**src/rtl/uart_tx_arbiter.sv**
```systemverilog
// Round-robin, packet-locking arbiter that
// shares one uart_tx byte port between sources.
module uart_tx_arbiter #(
  parameter  int NUM_REQUESTERS = 4,
  parameter  int NUMBER_OF_BITS = 8,
  parameter  int MAX_BURST      = 16,
  localparam int IDX_W =
    ($clog2(NUM_REQUESTERS) < 1) ? 1
      : $clog2(NUM_REQUESTERS),
  localparam int BC_W =
    ($clog2(MAX_BURST + 1) < 1) ? 1
      : $clog2(MAX_BURST + 1)
) (
  input  logic                clock,
  input  logic                reset_n,
  input  logic [NUM_REQUESTERS-1:0] req_valid,
  output logic [NUM_REQUESTERS-1:0] req_ready,
  input  logic [NUM_REQUESTERS*NUMBER_OF_BITS-1:0]
                              req_data,
  input  logic [NUM_REQUESTERS-1:0] req_last,
  output logic                out_valid,
  input  logic                out_ready,
  output logic [NUMBER_OF_BITS-1:0] out_data,
  output logic                grant_valid,
  output logic [IDX_W-1:0]    grant_index
);

  localparam logic [0:0] IDLE = 1'b0;
  localparam logic [0:0] BUSY = 1'b1;

  localparam logic [BC_W-1:0] BC_LIM =
    BC_W'((MAX_BURST > 0) ? MAX_BURST - 1 : 0);

  logic [0:0]       state;
  logic [IDX_W-1:0] last_grant;
  logic [BC_W-1:0]  beat_count;
  logic [IDX_W-1:0] winner;
  logic             found;
  logic             hs;
  logic             at_limit;
  logic             release_now;

  // Round-robin scan starting just past last_grant
  always_comb begin
    found  = 1'b0;
    winner = '0;
    for (int k = 1; k <= NUM_REQUESTERS; k++) begin
      if (!found &&
          req_valid[(int'(last_grant) + k)
                    % NUM_REQUESTERS]) begin
        found  = 1'b1;
        winner = IDX_W'((int'(last_grant) + k)
                        % NUM_REQUESTERS);
      end
    end
  end

  // Combinational path from grantee to out port
  always_comb begin
    out_valid = 1'b0;
    req_ready = '0;
    out_data  = req_data[grant_index*NUMBER_OF_BITS
                         +: NUMBER_OF_BITS];
    if (state == BUSY) begin
      out_valid = req_valid[grant_index];
      req_ready[grant_index] = out_ready;
    end
  end

  assign grant_valid = (state == BUSY);
  assign hs          = out_valid && out_ready;
  assign at_limit    = (MAX_BURST != 0) &&
                       (beat_count == BC_LIM);
  assign release_now = hs &&
    (req_last[grant_index] || at_limit);

  // Grant FSM: lock until last beat or burst limit
  always_ff @(posedge clock or negedge reset_n) begin
    if (!reset_n) begin
      state       <= IDLE;
      grant_index <= '0;
      last_grant  <= IDX_W'(NUM_REQUESTERS - 1);
      beat_count  <= '0;
    end else begin
      unique case (state)
        IDLE: begin
          if (found) begin
            grant_index <= winner;
            beat_count  <= '0;
            state       <= BUSY;
          end
        end
        BUSY: begin
          if (hs)
            beat_count <= beat_count + BC_W'(1);
          if (release_now) begin
            last_grant <= grant_index;
            state      <= IDLE;
          end
        end
        default: state <= IDLE;
      endcase
    end
  end

endmodule

```
**config.mk**
```make
export PLATFORM = sky130hd
export DESIGN_NAME = uart_tx_arbiter
export DESIGN_NICKNAME = d
export VERILOG_FILES = /design/src/rtl/uart_tx_arbiter.sv
export SDC_FILE = /design/constraint.sdc
export NUM_CORES = 1
export LEC_CHECK = 0
export CELL_PAD_IN_SITES_DETAIL_PLACEMENT = 0
export CELL_PAD_IN_SITES_GLOBAL_PLACEMENT = 1
export CORE_MARGIN = 3
export CORE_UTILIZATION = 46
export DETAILED_ROUTE_END_ITERATION = 6
export DONT_BUFFER_PORTS = 1
export PLACE_DENSITY = 0.83
export SYNTH_ARGS = -nofsm -noshare
export SYNTH_HDL_FRONTEND = slang
export SYNTH_SLANG_ARGS = --single-unit
```
**constraint.sdc**
```tcl
create_clock -name clock -period 4.4 [get_ports clock]
set_clock_uncertainty 0.2 [all_clocks]
set_input_delay 0.22 -clock clock [delete_from_list [all_inputs] [get_ports clock]]
set_output_delay 0.22 -clock clock [all_outputs]
set_load 0.01 [all_outputs]
```
==> results, run 1 <==
- The flow ran to the end, and the final reports show no timing, DRC or antenna violations.
- The tool flagged a number of max-cap violations equal to 0.
- The final wirelength is approximately 2000 µm.
- The upper clock frequency limit is 0.429 GHz.
- The commonest cells after synthesis are nand2_1, a21oi_1, dfrtp_1, mux4_2, nor2_1.
- The startpoint of the lowest-slack hold path is req_valid[2].
- Setup repair after global routing left no endpoint under its margin.
- The first global-routing pass estimated 3020 µm of wire.
- The total I/O pin count is 59.
- The path class of the tightest hold or removal check is primary input to register.
- The number of design-rule violations left by the first detailed-router iteration is 6.
- The total core area is 1760 µm².
- Yosys mapped a number of flops with a built-in enable equal to 0.
- The initial utilization of the core area, before any placement, comes to 49.6%.
- The average via count per standard cell is 6.19.
- For this design the static power due to leakage is 0.402 nW.
- The source-to-sink clock delay at the later pin of the worst-skew pair is 0.26 ns.
- The startpoint identified for the worst register-to-register timing path is grant_index[0].
- The sum of overflow across all layers after global routing is 0.
- The vias after detailed routing is around 680.
- The arrival time of the worst setup path is roughly 1.9 ns.
- The clock passes through at most 2 buffers.
- The fraction of synthesized cell area taken by the top area cell type is 22.9%.
- The post-CTS setup repair buffer count is 0.
- The height of the die is 49.6 µm.
- Clock tree synthesis found a total of 10 sinks.
- The area of all placed cells without fillers is between 900 and 1000 µm².
- The tree is rooted in a clkbuf_4.
- The cell area after placement is 890 µm².
- The largest total area in the synthesized netlist belongs to dfrtp_1.
- The maximum level of the CTS H-tree is 1.
- The die span in x is 49.6 µm.
- After the flow finishes, the layout carries non-filler instances totaling 110.
- The number of antenna cells inserted is 0.
- The total global routing track utilization is 16.3%.
- The clock-pin transition on the worst setup and hold timing paths is 0.07 ns.
- The routed length per instance is around 18 µm.
- The sequential-to-total area share from yosys stat is between 20 and 30%.
- After synthesis, the mean cell area works out to 10.5 µm².
- The worst setup path is launched from a register.
- The number of nets still failing antenna checks after routing is 0.
- In this run the number of cells on the critical path is 3.
- The number of cell instances on the worst register-to-register path is 4.
- The number of antenna violations at the first check in global routing is 0.
- The DRC violation count after routing is 0.
- The number of pins with negative max-slew slack in the final report is 0.
- The worst hold path cell count is 3.
- Summing internal, switching and leakage power gives 0.000621 W.
- Yosys instantiated no cell more often than nand2_1.
- The filler cell count in the final layout is 169.
- The setup path with the least slack is of type register to output pin.
- The final critical path takes up between 50% and 60% of the cycle.
- The category of the worst setup path capture point is an output pin.
- Traced cell by cell, the critical path runs through mux2i_1 -> nand2_1 -> and3_1.
- Counting every instance in the synthesized netlist gives 83.
- In the final layout, the share of cells above drive strength 1 is approximately a quarter.
- The net count of the mapped netlist is 128.
- In this design, the stage delay of the slowest critical-path cell is 0.89 ns.
- The number of cells in the design after placement is around 110.
- The number of warning messages in the yosys log is 0.
- The netlist uses 28 different library cells.
- During placement, the flow inserted port buffers numbering 0.
- The number of hold-slack violations in the final timing report was 0.
- Relative to the synthesized area, the layout overhead comes to 7.01%.
- After synthesis the netlist holds a flip-flop and latch count of 10.
- After legalization and detailed placement, the total HPWL measured 1630 µm.
- The maximum VDD drop is roughly 380 µV.
- The clock period could shrink to 2.33 ns.
- In the synthesized netlist the async set-or-reset flop fraction comes to 100%.
- The pin count of the biggest net entering global routing is 18.
- The die covers 2460 µm².
- The floorplan has 15 rows.
- Together, buffers and inverters on the worst path number 0.
- The cell class contributing the biggest share of worst-path delay is flip-flops.
- The synthesized netlist occupies a cell area of 875 µm².
- In this run the worst path has a maximum fanout of 17.
- STA puts the critical path data required time at 3.98 ns.
- The slowest stage of the critical path belongs to the cell dfrtp_1.
- After synthesis, the cell types taking the most area are dfrtp_1, mux4_2, mux2i_1.
- At the end of routability-driven placement, the weighted congestion stood at 0.745.
- For the pin with the worst max-slew slack, the measured transition is 0.842 ns.
- The most instantiated flip-flop cell in the synthesis netlist is dfrtp_1.
- TritonCTS built the clock tree.
- The number of global-route vias before repair is 641.
- The remaining max-slew budget at the tightest pin is between 40% and 50%.
- The final net count is 131.
- Setup violations remaining at the end of the flow were counted as 0.
- The launch point of the worst path is grant_index[0].
- The final sum of negative setup slack is 0 ns.
- The pre-antenna-repair detailed-routing pass consisted of 4 iterations.
- The worst hold slack is approximately 0.096 ns.
- The power per cell area is 663 nW/µm².
- TritonCTS created 3 clock buffers.
==> path summary, 6_finish.rpt <==
kind                                   to  slack, ns
setup / recovery                out_valid       2.07
setup reg to reg            last_grant[0]       2.13
max in group asynchronous   last_grant[1]       3.53
hold reg to reg             beat_count[3]       0.28
min in group asynchronous   beat_count[3]       0.13
hold / removal             grant_index[1]        0.1
==> logic make-up after synthesis <==
kind of cell	Yosys count	share of synthesized area [%]
AO/OA/AOI/OAI	17	15.6
adder cells (fa/ha/maj)	2	2.86
buffers and inverters	6	3.15
flip-flops	10	28.9
multiplexers	17	32.2
AND/OR/NAND/NOR	31	17.3
==> flip-flops by register name (all words and copies together), names as in the netlist <==
| signal | count |
|---|---|
| beat_count | 5 |
| grant_index | 2 |
| last_grant | 2 |
| grant_valid | 1 |
==> layout make-up <==
cell class	instances	area [µm²]	share of cell area [%]
Multi-Input combinational cell	67	594	63.5
Clock buffer	4	36.3	3.88
Inverter	3	11.3	1.20
Timing Repair Buffer	1	10.0	1.07
Sequential cell	10	253	27.0
Tap cell	25	31.3	3.34
==> worst register-to-register path, delay by kind of cell, from the launching register on <==
kind / cells / cell delay [ns]
compound gates: 2 / 0.52
flops: 1 / 0.89
mux: 2 / 0.59
==> report_power, final <==
part           switching [W]  total [W]  leakage, nW  internal (W)
registers           0.000103   0.000240        0.119      0.000137
logic               0.000137   0.000298        0.262      0.000161
clock network      0.0000323  0.0000825       0.0210     0.0000503
total               0.000272   0.000621        0.402      0.000349
==> what timing repair did <==
item | in CTS | in global routing
hold buffers | 1 | 0
endpoints found under the hold margin | 10 | 0
gates resized for setup | 0 | 0
==> through the flow <==
stage	util [%]	setup WS, ns
2_1_floorplan	-	2.51
3_3_place_gp	50.4	2.17
3_5_place_dp	50.4	2.10
4_1_cts	53.0	2.04
5_1_grt	53.0	1.91
6_report	53.0	2.07
==> routing by layer <==
layer | vias up | track usage, % | part of all wire [%]
li1 | 317 | - | -
met1 | 323 | 19.0 | 37
met2 | 35 | 26.2 | 51
met3 | 6 | 6.95 | 8.7
met4 | 0 | 6.45 | 3.5
met5 | - | 0 | 0
==> layout by cell type (no fill, tap or decap) <==
| cell type | netlist | layout |
|---|---|---|
| ha_1 | 2 | 2 |
| clkbuf_4 | 0 | 3 |
| nand3_2 | 1 | 1 |
| nand2b_1 | 4 | 4 |
| mux2_4 | 2 | 2 |
| a21o_1 | 2 | 2 |
| dlygate4sd3_1 | 0 | 1 |
| inv_1 | 3 | 3 |
| nor3_1 | 1 | 1 |
| nand3b_1 | 2 | 2 |
| o21ai_0 | 2 | 2 |
| mux4_2 | 8 | 8 |
| nand2_1 | 11 | 11 |
| a22oi_1 | 1 | 1 |
| nand4_1 | 1 | 1 |
| nor2_1 | 8 | 8 |
| a21oi_1 | 8 | 8 |
| a2111oi_0 | 1 | 1 |
| o22ai_4 | 1 | 1 |
| nor2b_1 | 1 | 1 |
| o311ai_4 | 1 | 1 |
| mux2_2 | 1 | 1 |
| clkbuf_8 | 0 | 1 |
| o22a_1 | 1 | 1 |
| mux2i_1 | 6 | 6 |
| dfrtp_1 | 8 | 8 |
| dfstp_2 | 2 | 2 |
| and3_1 | 2 | 2 |
No activity file was read; power rests on OpenSTA's default activity.
==> inputs of run 2 (changes only) <==
- CORE_UTILIZATION: 46 -> 43
- PLACE_DENSITY: 0.83 -> 0.78
- clock period: 4.4 -> 2.3 ns (I/O delays scaled with it)
==> results, run 2 (synthesized netlist as in run 1, its figures left out) <==
- The flow ran to the end, and the final reports show no timing, DRC or antenna violations.
- The final sum of negative setup slack was 0 ns (unchanged).
- The library cell used most frequently in the layout, excluding fill and tap cells, is nand2_1.
- The final design utilization came to 51.5% (-1.6 points).
- The max-capacitance violation count came to 0 (unchanged).
- The number of design-rule violations left by the first detailed-router iteration is 12 (+6).
- The net switching power is 0.000517 W (+90%).
- Walking the worst path, the cells encountered are ha_1 -> and3_1 -> ha_1 -> o311ai_4 -> mux2_4.
- The maximum level of the CTS H-tree is 1 (unchanged).
- The number of buffers added on ports is 0 (unchanged).
- The total power after layout is 0.00117 W (+88%).
- TritonCTS built the clock tree.
- The maximum VDD drop was 579 µV (+54%).
- The average via count per standard cell came to 6.15 (-0.61%).
- The layout-stage area growth over the synthesis result is 7.15%.
- The met3 global-route usage is 4.96% (-2.0 points).
- The initial core utilization was 48.0% (-1.5 points).
- The internal power of the cells is 0.000651 W (+87%).
- The global-route wire length before repair was 3190 µm (+5.5%).
- The met2 layer usage reported by global route came to 22.7% (-3.5 points).
- After layout, the worst path uses approximately 85% of the clock period.
- The final critical delay including setup and external delays is 1.96 ns.
- The number of hold-slack violations in the final timing report is 0 (unchanged).
- The combined buffer and inverter count along the critical path is 0 (unchanged).
- The DRC violation count after routing is 0 (unchanged).
- The filler cell count in the final layout was 174 (+3.0%).
- The clock group share of total power is 10.1% (-3.2 points).
- The delay contributed by the slowest stage of the critical path is 0.41 ns (-0.48 ns).
- The power per cell area is 1250 nW/µm² (+88%).
- The largest fanout on the critical path was 4 (-13).
- The number of antenna violations at the first check in global routing came to 0 (unchanged).
- The total I/O pin count is 59 (unchanged).
- The startpoint type of the worst setup path is a register.
- The met1 track demand over resource was 24.2% (+5.2 points).
- Setup repair after global routing left no endpoint under its margin.
- The hold buffer count at cts is 1 (unchanged).
- The number of sinks handled by clock tree synthesis is 10 (unchanged).
- The maximum buffer depth of the clock tree is 2 (unchanged).
- The total global routing track utilization is 16.6% (+0.31 points).
- Leaving out fill and tap cells, the most frequent cells in the layout are nand2_1, mux4_2, nor2_1, a21oi_1, dfrtp_1.
- The half-perimeter wire length of the detailed placement result is 1580 µm (-3.0%).
- The final wirelength was 1970 µm (-1.4%).
- The power share of the combinational group is 57.6% (+9.6 points).
- The number of cells in the finished layout apart from fillers is 111 (+0.91%).
- The number of buffers inserted during clock tree synthesis is 3 (unchanged).
- Ranked by flip-flop count, first place goes to beat_count.
- The net switching share of the total power came to 44.2% (+0.40 points).
- The category of the worst setup path capture point is a register.
- The post-cts sizing count was 0 (unchanged).
- The number of nets still failing antenna checks after routing came to 0 (unchanged).
- The CTS root buffer is clkbuf_4.
- The cell repeated most along the worst path is ha_1.
- The placer's final routability congestion estimate is 0.748 (+0.40%).
- The number of search-and-repair iterations in the first detailed-routing pass is 4 (unchanged).
- The number of pins with negative max-slew slack in the final report was 0 (unchanged).
- The arrival time of the worst setup path is 1.95 ns (+0.04 ns).
- The number of cells in the design after placement is 107 (+1.9%).
- The post-CTS setup repair buffer count is 0 (unchanged).
- The pin count of the biggest net entering global routing is 14 (-4).
- The sum of overflow across all layers after global routing was 0 (unchanged).
- The slowest library cell on the worst path is dfrtp_1.
- The clock-pin transition on the worst setup and hold timing paths was 0.06 ns (about the same).
- The number of antenna cells inserted is 0 (unchanged).
- The cell class contributing the biggest share of worst-path delay is adder cells.
- The worst setup path is of the register to register kind.
- The total core area was 1820 µm² (+3.2%).
- The reg-to-reg setup timing slack is 0.34 ns (-1.79 ns).
- The static leakage is 0.404 nW (+0.52%).
- The worst hold path belongs to the class primary input to register.
- The die span in x came to 51.1 µm (+3.0%).
- The remaining max-slew budget at the tightest pin is 64.1% (+20 points).
- The worst hold slack is 0.0104 ns (-0.0853 ns).
- The routed length per instance was 17.7 µm (-2.2%).
- The final net count is 133 (+1.5%).
- The share of post-route cells with drive strength above 1 is 24.4% (+0.89 points).
- The largest registers in the layout are beat_count x5, grant_index x2, last_grant x2.
- The flip-flop count of the largest register after layout was 5 (unchanged).
- The upper clock frequency limit is 0.511 GHz.
- The row count is 15 (unchanged).
- The area of the die is 2610 µm² (+6.1%).
- The endpoint required time on the critical path came to 2.29 ns (-1.69 ns).
- The setup violation total in the final timing report is 0 (unchanged).
- The sequential share of power was 32.3% (-6.4 points).
- The transition time at the pin with the least slew margin was 0.524 ns (-0.317 ns).
- The global routing stage identified its most utilized layer as met1.
- The height of the die is 51.1 µm (+3.0%).
- The vias after detailed routing was 683 (+0.29%).
- The source-to-sink clock delay at the later pin of the worst-skew pair is 0.26 ns (about the same).
- The number of global-route vias before repair was 652 (+1.7%).
run 2: cell count changes in the layout (fill, tap and decap cells not counted):
cell,delta
clkbuf_8,-1
buf_4,+2
run 2: stage by stage:
step	cell area (µm²)	setup slack (ns)
global route	937	0.257
floorplan	875	0.405
finish	937	0.341
detailed placement	905	0.354
global placement	905	0.389
CTS	937	0.341
run 2: power by group through the flow:
| stage | sequential [W] | combinational (W) | clock [W] |
|---|---|---|---|
| 3_5_place_dp | 0.000381 | 0.000675 | 0 |
| 2_1_floorplan | 0.000355 | 0.000592 | 0 |
| 4_1_cts | 0.000378 | 0.000685 | 0.000123 |
| 3_3_place_gp | 0.000376 | 0.000671 | 0 |
| 5_1_grt | 0.000396 | 0.000750 | 0.000140 |
| 6_report | 0.000377 | 0.000673 | 0.000118 |
run 2: tightest hold or removal path, stage by stage:
cell and delay (ns):
a21oi_1 0.09, a2111oi_0 0.08, a21oi_1 0.13
run 2: metal layers:
layer | share of wire [%] | up-vias
li1 | - | 323
met1 | 43 | 321
met2 | 46 | 37
met3 | 10 | 2
met4 | 0.87 | 0
met5 | 0 | -
run 2: worst paths after layout:
kind	depth (start not counted)	endpoint	startpoint
setup / recovery	5	last_grant[0]	beat_count[0]
hold / removal	3	grant_index[0]	req_valid[0]
setup reg to reg	5	last_grant[0]	beat_count[0]
hold reg to reg	1	beat_count[3]	beat_count[3]
max in group asynchronous	1	last_grant[0]	reset_n
min in group asynchronous	1	beat_count[2]	reset_n
run 2: area by class of cell:
cell class	count	area [µm²]	share of cell area (%)
clock buffers	3	22.5	2.40
inverters	3	11.3	1.20
multi-input cells	67	594	63.4
flip-flops and latches	10	253	27.0
well taps	25	31.3	3.34
repair buffers	3	25.0	2.67
